## src/rtl/prog_counter_pkg.sv

```systemverilog
// prog_counter_pkg: shared mode/state types and direction constants for prog_counter
package prog_counter_pkg;
  typedef enum logic [1:0] {MODE_WRAP = 2'd0, MODE_ONESHOT = 2'd1, MODE_SAT = 2'd2} mode_e;
  typedef enum logic [1:0] {ST_IDLE = 2'd0, ST_RUN = 2'd1, ST_HALT = 2'd2} state_e;
  localparam logic DIR_UP = 1'b0;
  localparam logic DIR_DOWN = 1'b1;
endpackage

```

## src/rtl/prog_counter_if.sv

```systemverilog
// prog_counter_if: control and status bundle between a counter user (master) and prog_counter (slave)
interface prog_counter_if #(parameter int WIDTH = 8, parameter int PRESC_W = 4);
  logic enable, load, dir, capture, tick, busy, done;
  logic [WIDTH-1:0] load_val, limit, count, cap_val;
  logic [1:0] mode;
  logic [PRESC_W-1:0] prescale;
  modport master(output enable, load, load_val, limit, dir, mode, prescale, capture,
                 input count, tick, busy, done, cap_val);
  modport slave(input enable, load, load_val, limit, dir, mode, prescale, capture,
                output count, tick, busy, done, cap_val);
endinterface

```

## src/rtl/prog_counter_presc.sv

```systemverilog
// prog_counter_presc: divides enabled run cycles by prescale+1 and emits the count step strobe
module prog_counter_presc #(parameter int PRESC_W = 4) (
  input  logic               clk,
  input  logic               rst_n,
  input  logic               run,
  input  logic               clr,
  input  logic [PRESC_W-1:0] prescale,
  output logic               step
);
  logic [PRESC_W-1:0] presc_cnt;
  assign step = run && presc_cnt == prescale;
  // count enabled run cycles, restarting after each step or on a load
  always_ff @(posedge clk or negedge rst_n)
    if (!rst_n) presc_cnt <= '0;
    else if (clr) presc_cnt <= '0;
    else if (run) presc_cnt <= step ? '0 : presc_cnt + 1'b1;
endmodule

```

## src/rtl/prog_counter.sv

```systemverilog
// prog_counter: programmable up/down counter with prescaler, load, wrap/one-shot/saturate modes; PROG_COUNTER_CAPTURE_EN adds a count snapshot register
module prog_counter
  import prog_counter_pkg::*;
#(parameter int WIDTH = 8, parameter int PRESC_W = 4) (
  input logic clk,
  input logic rst_n,
  prog_counter_if.slave bus
);
  state_e state, state_nx;
  logic step, term, stop, run, tick_q;
  logic [WIDTH-1:0] count_q;
  assign run = state == ST_RUN && bus.enable;
  assign term = bus.dir == DIR_DOWN ? count_q == '0 : count_q >= bus.limit;
  assign stop = bus.mode == MODE_ONESHOT || bus.mode == MODE_SAT;
  assign bus.count = count_q;
  assign bus.tick = tick_q;
  assign bus.busy = state == ST_RUN;
  assign bus.done = state == ST_HALT;
  prog_counter_presc #(.PRESC_W(PRESC_W)) u_presc (
    .clk(clk), .rst_n(rst_n), .run(run), .clr(bus.load), .prescale(bus.prescale), .step(step)
  );
  // run control: HALT is left only through a load
  always_comb
    state_nx = state == ST_IDLE ? (bus.enable ? ST_RUN : ST_IDLE)
             : state == ST_RUN  ? (!bus.enable ? ST_IDLE : (step && term && stop && !bus.load) ? ST_HALT : ST_RUN)
             : bus.load ? (bus.enable ? ST_RUN : ST_IDLE) : ST_HALT;
  // state register
  always_ff @(posedge clk or negedge rst_n)
    if (!rst_n) state <= ST_IDLE;
    else state <= state_nx;
  // count datapath: load beats a step; terminal steps reload or hold and pulse tick
  always_ff @(posedge clk or negedge rst_n)
    if (!rst_n) begin
      count_q <= '0;
      tick_q <= 1'b0;
    end else if (bus.load) begin
      count_q <= bus.load_val;
      tick_q <= 1'b0;
    end else begin
      tick_q <= step && term;
      if (step)
        count_q <= !term ? (bus.dir == DIR_DOWN ? count_q - 1'b1 : count_q + 1'b1)
                 : bus.mode == MODE_SAT ? count_q
                 : bus.dir == DIR_DOWN ? bus.limit : '0;
    end
`ifdef PROG_COUNTER_CAPTURE_EN
  logic [WIDTH-1:0] cap_q;
  assign bus.cap_val = cap_q;
  // snapshot of the pre-edge count on a capture strobe
  always_ff @(posedge clk or negedge rst_n)
    if (!rst_n) cap_q <= '0;
    else if (bus.capture) cap_q <= count_q;
`else
  assign bus.cap_val = '0;
`endif
endmodule

```

## src/flat_wrapper.sv

```systemverilog
// flat-port wrapper written by rule: the top's interface ports become plain ports
module prog_counter_flat import prog_counter_pkg::*;
#(parameter int WIDTH = 8, parameter int PRESC_W = 4)
  (clk, rst_n, bus_enable, bus_load, bus_load_val, bus_limit, bus_dir, bus_mode, bus_prescale, bus_capture, bus_count, bus_tick, bus_busy, bus_done, bus_cap_val);
  prog_counter_if #(.WIDTH(WIDTH), .PRESC_W(PRESC_W)) bus_i ();
  input logic clk;
  input logic rst_n;
  input wire logic [$bits(bus_i.enable)-1:0] bus_enable;
  input wire logic [$bits(bus_i.load)-1:0] bus_load;
  input wire logic [$bits(bus_i.load_val)-1:0] bus_load_val;
  input wire logic [$bits(bus_i.limit)-1:0] bus_limit;
  input wire logic [$bits(bus_i.dir)-1:0] bus_dir;
  input wire logic [$bits(bus_i.mode)-1:0] bus_mode;
  input wire logic [$bits(bus_i.prescale)-1:0] bus_prescale;
  input wire logic [$bits(bus_i.capture)-1:0] bus_capture;
  output wire logic [$bits(bus_i.count)-1:0] bus_count;
  output wire logic [$bits(bus_i.tick)-1:0] bus_tick;
  output wire logic [$bits(bus_i.busy)-1:0] bus_busy;
  output wire logic [$bits(bus_i.done)-1:0] bus_done;
  output wire logic [$bits(bus_i.cap_val)-1:0] bus_cap_val;
  assign bus_i.enable = bus_enable;
  assign bus_i.load = bus_load;
  assign bus_i.load_val = bus_load_val;
  assign bus_i.limit = bus_limit;
  assign bus_i.dir = bus_dir;
  assign bus_i.mode = bus_mode;
  assign bus_i.prescale = bus_prescale;
  assign bus_i.capture = bus_capture;
  assign bus_count = bus_i.count;
  assign bus_tick = bus_i.tick;
  assign bus_busy = bus_i.busy;
  assign bus_done = bus_i.done;
  assign bus_cap_val = bus_i.cap_val;
  prog_counter #(.WIDTH(WIDTH), .PRESC_W(PRESC_W)) u_core (.clk(clk), .rst_n(rst_n), .bus(bus_i));
endmodule
```

## config.mk

```make
export PLATFORM = sky130hd
export DESIGN_NAME = prog_counter_flat
export DESIGN_NICKNAME = d
export VERILOG_FILES = /design/src/rtl/prog_counter_pkg.sv /design/src/rtl/prog_counter_if.sv /design/src/rtl/prog_counter_presc.sv /design/src/rtl/prog_counter.sv /design/src/flat_wrapper.sv
export SDC_FILE = /design/constraint.sdc
export NUM_CORES = 1
export LEC_CHECK = 0
export ABC_AREA = 1
export ABC_CLOCK_PERIOD_IN_PS = 4000
export CAP_MARGIN = 30
export CELL_PAD_IN_SITES_DETAIL_PLACEMENT = 1
export CELL_PAD_IN_SITES_GLOBAL_PLACEMENT = 1
export CORE_ASPECT_RATIO = 1.4
export CORE_MARGIN = 3
export CORE_UTILIZATION = 35
export CTS_CLUSTER_DIAMETER = 30
export DETAILED_ROUTE_END_ITERATION = 10
export PLACE_DENSITY_LB_ADDON = 0.08
export SLEW_MARGIN = 25
export SYNTH_ARGS = -nofsm -noshare
export SYNTH_HDL_FRONTEND = slang
export SYNTH_SLANG_ARGS = --single-unit
```

## constraint.sdc

```tcl
create_clock -name clk -period 4 [get_ports clk]
set_input_delay 1 -clock clk [delete_from_list [all_inputs] [get_ports clk]]
set_output_delay 1 -clock clk [all_outputs]
set_load 0.05 [all_outputs]
```

==> flow_metrics.py, run 1 <==
metrics = {
    "cells_and_area": {
        "finalNetCount": 320,
        "final_common_cell": "nand2_1",
        "final_cell_mix": "nand2_1 (69), inv_1 (37), clkdlybuf4s50_1 (37), nor2_1 (21), nand3_1 (21)",
        "n_antenna_cell": 0,
        "fin_cells": 334,
        "drive_gt1_share_pct": 6.57,
        "area_growth_pct": 28.4,
    },
    "global_routing": {
        "grt_pass1_vias": 1563,
        "grtUsageTotal_pct": 16.5,
        "antenna_found_initial": 0,
        "grt_pass1_wl_um": 7210,
        "grt_max_degree": 20,
        "overflow": 0,
    },
    "routing": {
        "viasPerCell": 4.66,
        "vias": 1558,
        "ant_nets": 0,
        "drcViolationCount": 0,
        "firstDrtPassIters": 4,
        "wire_per_inst_um": 12.1,
        "drtIter0Drc": 59,
        "drt-total-wl_um": 4050,
    },
    "floorplanning": {
        "die-height_um": 85.1,
        "ioPinCount": 47,
        "start_util_pct": 36.6,
        "design.die.area_mm2": 0.00531,
        "fp.dieW_um": 62.5,
        "core-area_mm2": 0.00427,
        "rows": 28,
    },
    "critical_path": {
        "rrSetupSlack_ps": 2140,
        "cp.depth": 12,
        "crit_type": "in -> reg",
        "worstPathRequired_ps": 4140,
        "crit_top_cell": "nand2_1",
        "crit_family": "buffers and inverters",
        "slowest_stage": "clkdlybuf4s50_1",
        "crit_fanout": 10,
        "crit_chain": "clkdlybuf4s50_1, buf_4, ha_1, a21oi_1, or2_1, nand3_1, nand2_1, nand2_1, nand2_1, nand3_1, nand2_1, nand2_1",
        "cp_num_buf_inv": 2,
        "slowest_delay_ps": 710,
        "r2r_cells": 15,
        "startpoint_type": "primary input",
        "cp-end-kind": "flop",
        "cp.arrival_ps": 3060,
    },
    "synthesis": {
        "ys.warnings.count": 0,
        "avgSynthCellArea_um2": 6.62,
        "yosysTopAreaCell": "dfrtp_1",
        "syn-cell-area_mm2": 0.00156,
        "synthTopCellsByArea": "dfrtp_1 (24%), nand2_1 (17%), ha_1 (13%)",
        "seq_area_frac_synth_pct": 24.0,
        "synth_top_cell_area_share_pct": 24.0,
        "synth-seq-cells": 15,
        "synth_cell_types": 31,
        "syn_inst": 236,
    },
    "power_and_ir_drop": {
        "leakage_uw": 0.00110,
        "power_density_mw_per_mm2": 352,
        "peakVddDrop_v": 0.000140,
    },
    "place": {
        "gp_congestion": 0.814,
        "place_ws_ps": 835,
        "dp_cells": 330,
        "portBuffers": 37,
        "dp_hpwl_um": 3230,
    },
    "timing": {
        "clock_skew_ps": 0.831,
        "worst_slack_ps": 1090,
        "max_freq_mhz": 343,
        "hold_violations": 0,
        "period_minus_slack_ps": 2910,
        "setup_tns_ps": 0,
        "setup_violations": 0,
        "rsz0062_at_grt": "false",
        "worst_pin_slew_ps": 820,
        "timing.final.crit_share_pct": 72.8,
        "hold_ws_ps": 562,
        "slew_violations": 0,
        "relSlewSlack_pct": 45.2,
    },
    "clock_network": {
        "clock_latency_ps": 250,
        "cts_tree": "yes",
        "clk_pin_slew_worst_paths_ps": 70,
        "cts_resized": 0,
        "cts-root-buf": "clkbuf_8",
        "numCtsBuffers": 3,
        "hold_buffers": 0,
        "clock_sinks": 15,
        "cts_setup_buffers": 0,
        "clock_path_buffers": 2,
        "cts_max_level": 1,
    },
    "hold_path": {
        "hold_path.class": "reg -> reg",
        "min_path_cells": 2,
    },
    "flow_run": {
        "maxCapViolCount": 0,
    },
    "run_status": {
        "status": "finished, final reports clean",
    },
}
[worst paths after layout]
check,start,end
min,u_core.u_presc.presc_cnt[1],u_core.u_presc.presc_cnt[1]
max,bus_dir,u_core.bus.count[6]
min reg2reg,u_core.u_presc.presc_cnt[1],u_core.u_presc.presc_cnt[1]
max in group asynchronous,rst_n,u_core.bus.count[0]
min in group asynchronous,rst_n,u_core.bus.count[7]
max reg2reg,u_core.bus.count[0],u_core.state[0]
[Yosys cell counts]
| library cell | count |
|---|---|
| ha_1 | 16 |
| o21ai_1 | 1 |
| nor2_2 | 4 |
| nor2_1 | 21 |
| nand4_1 | 5 |
| o21ai_0 | 1 |
| buf_6 | 1 |
| nand2_2 | 3 |
| dfrtp_1 | 15 |
| nand3_2 | 1 |
| nand2_1 | 69 |
| buf_2 | 1 |
| xor2_1 | 6 |
| o21a_1 | 1 |
| o22ai_1 | 3 |
| o21ai_2 | 1 |
| nand3b_1 | 1 |
| clkinv_2 | 1 |
| nand3_1 | 21 |
| or2_1 | 1 |
| conb_1 | 1 |
| nand4_2 | 1 |
| inv_2 | 2 |
| xnor2_1 | 3 |
| a21oi_1 | 7 |
| buf_4 | 8 |
| buf_1 | 1 |
| inv_1 | 37 |
| a21o_1 | 1 |
| nand2_4 | 1 |
| fa_1 | 1 |
[cell families (layout without fill, tap and decap cells)]
group,after synthesis,count (layout),synth area share [%]
simple gates,128,128,36.2
buf+inv,51,82,14.8
fa+ha+maj,17,17,14.1
compound gates,15,15,5.60
flops,15,15,24.0
xor+xnor,9,9,5.04
other cells,1,8,0.240
[state kept, by name, indices dropped and copies added (netlist names)]
signal and count:
u_core.state 2, u_core.u_presc.presc_cnt 4, u_core.bus.tick 1, u_core.bus.count 8
[power by group]
part	total (uW)	leakage (uW)	internal (uW)	switching, uW
Sequential	199	0.000193	170	29.6
Clock	130	0.0000228	70.6	59.4
Combinational	378	0.000883	143	235
[per-stage QoR]
stage | utilization (%) | power (uW) | cell area (um2)
2_1_floorplan | - | 469 | 1590
3_3_place_gp | 45.9 | 580 | 1960
3_5_place_dp | 45.9 | 583 | 1960
4_1_cts | 47.0 | 717 | 2010
5_1_grt | 47.0 | 771 | 2010
6_report | 47.0 | 707 | 2010
[final cells by class]
class	count	area [um2]
fill	588	2270
multi-input combinational	177	982
timing repair buffer	38	378
sequential	15	375
inverter	40	151
tap	60	75.1
clock buffer	4	45.0
[metal layers]
layer / vias to the layer above / routed length [um] / track usage (%)
li1: 797 / - / -
met1: 738 / 1760 / 19.7
met2: 21 / 2140 / 30.9
met3: 2 / 108 / 1.85
met4: 0 / 36 / 4.82
met5: - / 0 / 0
[worst min-delay path: cells and delay by family (launching register included)]
kind             cells  cell delay, ps
and+or+nand+nor      2             120
DFF                  1             410
(Power assumes the default switching activity.)
==> inputs of run 2 (changes only) <==
- ABC_CLOCK_PERIOD_IN_PS: 4000 -> 2600
- CORE_UTILIZATION: 35 -> 29
- clock period: 4 -> 2.6 ns (I/O delays scaled with it)
==> run 2 against run 1 <==
Net effect: power is 58% higher; global-route usage decreased by 1.1 points; non-clock buffer count rose by 7; sequential power grew 55%; clock-buffer cell count is the same; clock power increased by 56%; first-iteration DRC count fell by 22%; cell count grew 3.9%; register-to-register slack worse by 1400 ps; hold slack better by 2.2 ps; largest cell class unchanged.
==> flow_metrics.py, run 2 (synthesis results as in run 1) <==
metrics = {
    "timing": {
        "hold_violations": 0,
        "timing.final.crit_share_pct": 90.5,
        "max_freq_mhz": 425,
        "clock_skew_ps": 2.97,
        "period_minus_slack_ps": 2350,
        "hold_ws_ps": 564,
        "rsz0062_at_grt": "false",
        "slew_violations": 0,
        "setup_violations": 0,
    },
    "clock_network": {
        "clk_pin_slew_worst_paths_ps": 70,
        "cts-root-buf": "clkbuf_8",
        "numCtsBuffers": 3,
        "cts_resized": 0,
        "clock_path_buffers": 2,
        "clock_sinks": 15,
        "cts_setup_buffers": 0,
        "hold_buffers": 0,
        "cts_max_level": 1,
        "clock_latency_ps": 250,
        "cts_tree": "yes",
    },
    "floorplanning": {
        "fp.dieW_um": 68.0,
        "design.die.area_mm2": 0.00632,
        "ioPinCount": 47,
        "rows": 31,
        "start_util_pct": 30.1,
        "die-height_um": 92.9,
        "core-area_mm2": 0.00520,
    },
    "routing": {
        "firstDrtPassIters": 4,
        "vias": 1579,
        "wire_per_inst_um": 12.9,
        "drtIter0Drc": 46,
        "drt-total-wl_um": 4490,
        "viasPerCell": 4.55,
        "drcViolationCount": 0,
        "ant_nets": 0,
    },
    "cells_and_area": {
        "area_growth_pct": 32.3,
        "final_cell_mix": "nand2_1 (69), inv_1 (37), clkdlybuf4s50_1 (37), nor2_1 (21), nand3_1 (21)",
        "n_antenna_cell": 0,
        "ff_latch_area_um2": 375,
        "multi_input_area_um2": 982,
        "fillerInstances": 691,
        "drive_gt1_share_pct": 8.90,
        "final_area_mm2": 0.00207,
        "finalNetCount": 327,
        "final_common_cell": "nand2_1",
        "largest_reg_flops": 8,
    },
    "power_and_ir_drop": {
        "leakage_uw": 0.00113,
        "peakVddDrop_v": 0.000171,
        "power_density_mw_per_mm2": 540,
    },
    "critical_path": {
        "cp.arrival_ps": 2500,
        "slowest_stage": "clkdlybuf4s50_1",
        "startpoint_type": "primary input",
        "crit_type": "in -> reg",
        "crit_fanout": 8,
        "crit_chain": "clkdlybuf4s50_1, buf_4, ha_1, nand2_1, or2_1, nand4_1, nand2_1, nand2_1, nand3_1, nand2_1, nand2_1",
        "crit_family": "buffers and inverters",
        "crit_top_cell": "nand2_1",
        "cp-end-kind": "flop",
        "cp_num_buf_inv": 2,
        "worstPathRequired_ps": 2750,
        "slowest_delay_ps": 520,
    },
    "place": {
        "post_dp_cell_area_mm2": 0.00202,
        "portBuffers": 37,
        "gp_congestion": 0.733,
        "dp_hpwl_um": 3590,
    },
    "global_routing": {
        "overflow": 0,
        "grtUsageTotal_pct": 15.4,
        "grt_max_degree": 20,
        "antenna_found_initial": 0,
        "grt_pass1_wl_um": 7600,
        "grt_pass1_vias": 1646,
    },
    "run_status": {
        "status": "finished, final reports clean",
    },
    "hold_path": {
        "hold_path.class": "reg -> reg",
    },
    "flow_run": {
        "maxCapViolCount": 0,
    },
}
## run 2: power by group
group,internal (uW),switching (uW),total (uW)
clock,109,94.0,203
sequential,261,48.1,309
combinational,236,369,605
## run 2: path summary, 6_finish.rpt
kind / startpoint / end / slack [ps] / cells past startpoint
max in group asynchronous: rst_n / u_core.u_presc.presc_cnt[0] / 1680 / 2
worst min-delay path: u_core.u_presc.presc_cnt[1] / u_core.u_presc.presc_cnt[1] / 560 / 2
worst max-delay path: bus_dir / u_core.bus.count[6] / 250 / 11
worst min register to register: u_core.u_presc.presc_cnt[1] / u_core.u_presc.presc_cnt[1] / 560 / 2
min in group asynchronous: rst_n / u_core.bus.count[7] / 720 / 2
worst max register to register: u_core.bus.count[0] / u_core.state[0] / 740 / 15
## run 2: metal layers
layer	up-vias	routed length, um	part of all wire, %	global-route usage, %
met5	-	0	0	0
met4	0	31	0.69	3.48
met3	2	89	2.0	1.46
met2	19	2410	54	27.5
met1	744	1960	44	19.2
li1	814	-	-	-
## run 2: metrics by stage
stage               total power [uW]  cells  utilization [%]  setup WS, ps  TNS (ps)
finish                          1120    347             39.8           247         0
global route                    1220    347             39.8          72.9         0
CTS                             1140    347             39.8           207         0
detailed placement               925    343             38.9         -64.8     -64.8
global placement                 917    343             38.9         -37.9     -37.9
floorplan                        722    243                -           639         0
## run 2: area by class of cell
class / instances / share of cell area [%]
sequential: 15 / 18.2
tap: 66 / 4.00
clock buffer: 4 / 2.18
multi-input combinational: 177 / 47.5
inverter: 40 / 7.32
timing repair buffer: 45 / 20.8
## run 2: worst reg2reg max path, stage by stage, from the launching register on
cell     delay [ps]
dfrtp_1         430
inv_2            90
ha_1            280
inv_1            30
nand2_1          40
nand2_1          50
nand2_1          50
nand2_1          40
nand2_1          80
nand2_1          60
nand2_1         100
nand2_2         150
nor2_1          120
nand2_1          90
nor2_1           90
nor2_1           50
